File: config.mk
export PLATFORM = sky130hd
export DESIGN_NAME = button_conditioner
export DESIGN_NICKNAME = d
export VERILOG_FILES = /design/src/rtl/button_conditioner.sv
export SDC_FILE = /design/constraint.sdc
export NUM_CORES = 1
export LEC_CHECK = 0
export CAP_MARGIN = 10
export CORE_UTILIZATION = 25
export CTS_BUF_LIST = sky130_fd_sc_hd__clkbuf_16
export CTS_CLUSTER_DIAMETER = 60
export DETAILED_ROUTE_END_ITERATION = 8
export GPL_TIMING_DRIVEN = 0
export PLACE_DENSITY_LB_ADDON = 0.1
export RECOVER_POWER = 100
export SYNTH_ARGS = -nofsm -noshare
export SYNTH_HDL_FRONTEND = slang
export SYNTH_SLANG_ARGS = --single-unit
export TNS_END_PERCENT = 20
File: constraint.sdc
create_clock -name clk -period 2.99 [get_ports clk]
set_input_delay 0.299 -clock clk [delete_from_list [all_inputs] [get_ports clk]]
set_output_delay 0.299 -clock clk [all_outputs]
set_load 0.05 [all_outputs]
File: src/rtl/button_conditioner.sv
// rtl/button_conditioner.sv - debounced, edge-detected, auto-repeating push buttons
//
// Ports:
//   clk           single clock, all state on the rising edge
//   reset         asynchronous active-low reset
//   raw_buttons   asynchronous physical button inputs (polarity set by ACTIVE_LOW)
//   enable        synchronous enable for pulse generation
//   level         debounced pressed state, 1 = pressed
//   press         one-cycle pulse in the first cycle level shows 1
//   release_pulse one-cycle pulse in the first cycle level shows 0
//   action        press pulses OR'd with auto-repeat pulses
//   any_action    OR reduction of action, same timing as action

module button_conditioner #(
   parameter int                     NUM_BUTTONS     = 4,
   parameter int                     DEBOUNCE_CYCLES = 250000,
   parameter int                     REPEAT_DELAY    = 25000000,
   parameter int                     REPEAT_RATE     = 6250000,
   parameter logic [NUM_BUTTONS-1:0] REPEAT_MASK     = '1,
   parameter bit                     ACTIVE_LOW      = 1'b1
) (
   input  logic                   clk,
   input  logic                   reset,
   input  logic [NUM_BUTTONS-1:0] raw_buttons,
   input  logic                   enable,
   output logic [NUM_BUTTONS-1:0] level,
   output logic [NUM_BUTTONS-1:0] press,
   output logic [NUM_BUTTONS-1:0] release_pulse,
   output logic [NUM_BUTTONS-1:0] action,
   output logic                   any_action
);

   localparam int DB_W    = $clog2(DEBOUNCE_CYCLES + 1);
   localparam int RPT_MAX = (REPEAT_DELAY > REPEAT_RATE) ? REPEAT_DELAY : REPEAT_RATE;
   localparam int RPT_W   = $clog2(RPT_MAX + 1);

   // The toggle happens on the edge where the count would reach DEBOUNCE_CYCLES,
   // so the comparison is against the value one below it.
   localparam logic [DB_W-1:0]  DB_LAST   = DB_W'(DEBOUNCE_CYCLES - 1);
   localparam logic [DB_W-1:0]  DB_ONE    = DB_W'(1);
   localparam logic [RPT_W-1:0] DELAY_END = RPT_W'(REPEAT_DELAY);
   localparam logic [RPT_W-1:0] RATE_END  = RPT_W'(REPEAT_RATE);
   localparam logic [RPT_W-1:0] RPT_ONE   = RPT_W'(1);

   typedef enum logic [1:0] {
      IDLE   = 2'd0,
      DELAY  = 2'd1,
      REPEAT = 2'd2
   } rpt_state_t;

   logic [NUM_BUTTONS-1:0] pressed_raw;
   logic [NUM_BUTTONS-1:0] sync1;
   logic [NUM_BUTTONS-1:0] sync2;

   logic [DB_W-1:0]  db_cnt       [NUM_BUTTONS];
   logic [DB_W-1:0]  db_cnt_next  [NUM_BUTTONS];
   logic [RPT_W-1:0] rpt_cnt      [NUM_BUTTONS];
   logic [RPT_W-1:0] rpt_cnt_next [NUM_BUTTONS];
   rpt_state_t       state        [NUM_BUTTONS];
   rpt_state_t       state_next   [NUM_BUTTONS];

   logic [NUM_BUTTONS-1:0] level_next;
   logic [NUM_BUTTONS-1:0] press_next;
   logic [NUM_BUTTONS-1:0] release_next;
   logic [NUM_BUTTONS-1:0] repeat_next;
   logic [NUM_BUTTONS-1:0] action_next;

   // Normalise to 1 = pressed before the synchroniser so its reset value means released.
   assign pressed_raw = ACTIVE_LOW ? ~raw_buttons : raw_buttons;

   always_comb begin
      level_next   = level;
      press_next   = '0;
      release_next = '0;
      repeat_next  = '0;
      for (int i = 0; i < NUM_BUTTONS; i++) begin
         db_cnt_next[i]  = '0;
         rpt_cnt_next[i] = rpt_cnt[i];
         state_next[i]   = state[i];

         if (sync2[i] != level[i]) begin
            if (db_cnt[i] == DB_LAST) begin
               level_next[i] = sync2[i];
            end else begin
               db_cnt_next[i] = db_cnt[i] + DB_ONE;
            end
         end

         // Edges are taken from the level about to be registered so the pulse
         // appears in the same cycle as the new level.
         press_next[i]   = enable & level_next[i] & ~level[i];
         release_next[i] = enable & ~level_next[i] & level[i];

         // A falling level or a dropped enable wins over any pending repeat.
         if (!enable || !level_next[i]) begin
            state_next[i]   = IDLE;
            rpt_cnt_next[i] = '0;
         end else begin
            case (state[i])
               IDLE: begin
                  if (press_next[i] && REPEAT_MASK[i]) begin
                     state_next[i]   = DELAY;
                     rpt_cnt_next[i] = RPT_ONE;
                  end
               end
               DELAY: begin
                  if (rpt_cnt[i] == DELAY_END) begin
                     repeat_next[i]  = 1'b1;
                     state_next[i]   = REPEAT;
                     rpt_cnt_next[i] = RPT_ONE;
                  end else begin
                     rpt_cnt_next[i] = rpt_cnt[i] + RPT_ONE;
                  end
               end
               REPEAT: begin
                  if (rpt_cnt[i] == RATE_END) begin
                     repeat_next[i]  = 1'b1;
                     rpt_cnt_next[i] = RPT_ONE;
                  end else begin
                     rpt_cnt_next[i] = rpt_cnt[i] + RPT_ONE;
                  end
               end
               default: begin
                  state_next[i]   = IDLE;
                  rpt_cnt_next[i] = '0;
               end
            endcase
         end
      end
      action_next = press_next | repeat_next;
   end

   always_ff @(posedge clk or negedge reset) begin
      if (!reset) begin
         sync1         <= '0;
         sync2         <= '0;
         level         <= '0;
         press         <= '0;
         release_pulse <= '0;
         action        <= '0;
         any_action    <= 1'b0;
         for (int i = 0; i < NUM_BUTTONS; i++) begin
            db_cnt[i]  <= '0;
            rpt_cnt[i] <= '0;
            state[i]   <= IDLE;
         end
      end else begin
         sync1         <= pressed_raw;
         sync2         <= sync1;
         level         <= level_next;
         press         <= press_next;
         release_pulse <= release_next;
         action        <= action_next;
         any_action    <= |action_next;
         for (int i = 0; i < NUM_BUTTONS; i++) begin
            db_cnt[i]  <= db_cnt_next[i];
            rpt_cnt[i] <= rpt_cnt_next[i];
            state[i]   <= state_next[i];
         end
      end
   end

endmodule

==> results by group <==
STA
  – RSZ-0062 raised after global routing: true
  – Final hold violations: 0
  – Max-slew violation count: 0
  – Fmax: 0.356 GHz
  – Post-route setup slack: 178 ps
  – Number of setup violations in the final report: 0
  – Final min period: 2810 ps
  – Worst-margin pin slew: 1440 ps
  – Period utilization: 94.0%
  – Slew HR: 3.90%
  – Clock skew: 28.3 ps

Yosys
  – Syn Area/Cell: 9.05 um^2
  – FFs w/ async S/R, synth: 100%
  – Synth top cells by count: dfrtp_1 (205), nor2_1 (155), nand3_1 (130)
  – YS warnings: 0
  – Unique masters post-synth: 68
  – Most common cell in the netlist: dfrtp_1
  – Top post-synthesis cells by area: dfrtp_1 (45%), nand3_1 (5.8%), nor2_1 (5.1%)
  – Synthesized cell area: 11300 um^2
  – Ys flop type: dfrtp_1
  – Syn Nets: 1284
  – Synth area leader: dfrtp_1
  – Yosys top cell area share: 45.4%
  – Post-synth EDFFs: 0
  – Post-synthesis register bit count: 205
  – Synth Instances: 1249
  – Sequential area share after synthesis: 45.4%

Drt
  – Via count: 9341
  – Routed wire length: 30.2 mm
  – Post-DRT Antenna Nets: 0
  – Vias per inst: 4.85
  – First-pass DRT Iterations: 4
  – Drt wl/cell: 15.7 um
  – # DRC: 0
  – Starting DRT DRC Count: 591

Layout
  – P&R area growth vs syn: 18.3%
  – Max reg flops: 100
  – Top Registers: rpt_cnt: 100 flops, db_cnt: 72 flops, state: 8 flops
  – Nets: 1349
  – Final cell count without fillers: 1927
  – Layout cells sized above 1: 7.49%
  – Final cell utilization of the core: 30.1%
  – Filler cells: 4676
  – Reg with most FFs: rpt_cnt
  – Antenna fix cells: 0

Outcome
  – Status: completed

Pwr
  – Cell Pwr Density: 471 nW/um^2
  – Max VDD drop: 0.264 mV
  – Leak: 5.42 nW

GRT
  – Largest net degree at the start of global routing: 101
  – First-pass GRT wire length: 50.7 mm
  – Overall routing resource usage: 13.3%
  – Total gr overflow: 0
  – Initial antenna violation count: 1
  – Vias in the first global route: 9388

Setup path
  – CP endpoint kind: register
  – R2R Path Start: db_cnt[46]
  – RR Endpoint: any_action
  – Nature of the critical path startpoint: register
  – Internal reg-to-reg setup slack: 180 ps
  – CP Capture Point: any_action
  – Crit-path max FO: 5
  – CP Data Arrival Time: 3260 ps
  – R2R cell count: 7
  – Required time of the critical path: 3440 ps
  – Crit path from: db_cnt[46]
  – Setup CP Type: register to register

CTS
  – Clock-pin slew on the worst setup and hold paths: 50 ps
  – CTS Buf Count: 29
  – Max Root-Sink Buffers: 3
  – CTS Root Cell: clkbuf_16
  – Worst-Skew Late Latency: 580 ps
  – H-Tree Depth: 1
  – CTS tree: built
  – TritonCTS Sinks: 205

Die
  – Die H: 215 um
  – Die area: 46100 um^2
  – Core area: 44400 um^2
  – Starting Density: 25.5%
  – IO Pins: 24
  – Row count: 77
  – Die W: 215 um

Place
  – Port Buffers: 23
  – Final Wtd Congestion: 0.740
  – Post-Place Worst Slack: -678 ps
  – Placed cell count: 1867
  – Dpl hpwl: 20.5 mm

Min path
  – Worst hold path class: input port to register

Flow run
  – Max-cap viol count: 0
-- stage by stage --
stage	power, W	TNS [ps]	hold WS (ps)	instance area, um^2
after global routing	0.00656	-3.28	312	13400
after detailed placement	0.00299	-29540	133	12400
after floorplan	0.00289	0	3.41	11300
final	0.00629	0	314	13400
after global placement	0.00299	-1698870	333	12300
after CTS	0.00646	-206	105	13300
-- report_power, final --
part	leakage [nW]	internal, W	switching (W)	total [W]
sequential	2.84	0.00280	0.0000164	0.00281
combinational	2.11	0.0000237	0.0000909	0.000115
clock	0.468	0.00202	0.00135	0.00337
total	5.42	0.00484	0.00145	0.00629
-- critical path, cell delays in order, from the launching register on --
cell and delay [ps]:
dfrtp_1 430, or4_1 570, or2_0 280, or2_1 240, clkbuf_1 160, mux2i_1 210, a31o_1 350, or4_1 440
-- layout make-up --
cell class | instances | area, um^2 | area share (%)
multi-input cells | 944 | 5840 | 43.7
flip-flops and latches | 205 | 5130 | 38.4
well taps | 592 | 741 | 5.54
clock buffers | 29 | 726 | 5.43
repair buffers | 34 | 309 | 2.31
plain buffers | 48 | 228 | 1.70
clock inverters | 23 | 203 | 1.52
inverters | 52 | 195 | 1.46
-- timing repair --
item | 4_1_cts | 5_1_grt
endpoints found under the setup margin | 39 | 67
hold buffers | 1 | 0
hold endpoints to repair | 205 | 0
setup buffers | 1 | 6
gates resized for setup | 4 | 21
pin swaps | 1 | 4
-- worst min-delay path by stage --
| stage | to | from | depth (start not counted) |
|---|---|---|---|
| 2_1_floorplan | action[0] | reset | 0 |
| 3_3_place_gp | sync2[1] | sync1[1] | 0 |
| 3_5_place_dp | rpt_cnt[30] | reset | 1 |
| 4_1_cts | rpt_cnt[30] | reset | 2 |
| 5_1_grt | sync1[0] | raw_buttons[0] | 2 |
| 6_report | sync1[0] | raw_buttons[0] | 2 |
-- placed cells by master (no fill, tap or decap), drive strengths merged, types with 15 or more instances in the layout --
master,instances
dfrtp,205
nor2,155
nand3,131
nand2,112
clkbuf,74
inv,58
xor2,57
o21ai,42
nor3,41
nand4,37
xnor2,35
and3,32
a21oi,31
ha,28
dlygate4sd3,22
o22ai,20
nor4,20
and4,19
a31oi,19
or3,15
a22o,15
-- metal layers --
layer	GRT usage (%)	up-vias	part of all wire, %
met4	3.76	0	2.5
met2	21.1	114	45
met3	2.52	44	3.8
li1	-	4631	-
met5	0	-	0
met1	18.2	4552	49
-- cell families after synthesis --
family / share of synthesized area, %
XOR/XNOR: 7.13
flip-flops: 45.4
adder cells (fa/ha/maj): 3.10
multiplexers: 0.786
AND/OR/NAND/NOR: 28.9
AO/OA/AOI/OAI: 11.1
buffers and inverters: 3.64
(Power assumes the default switching activity.)
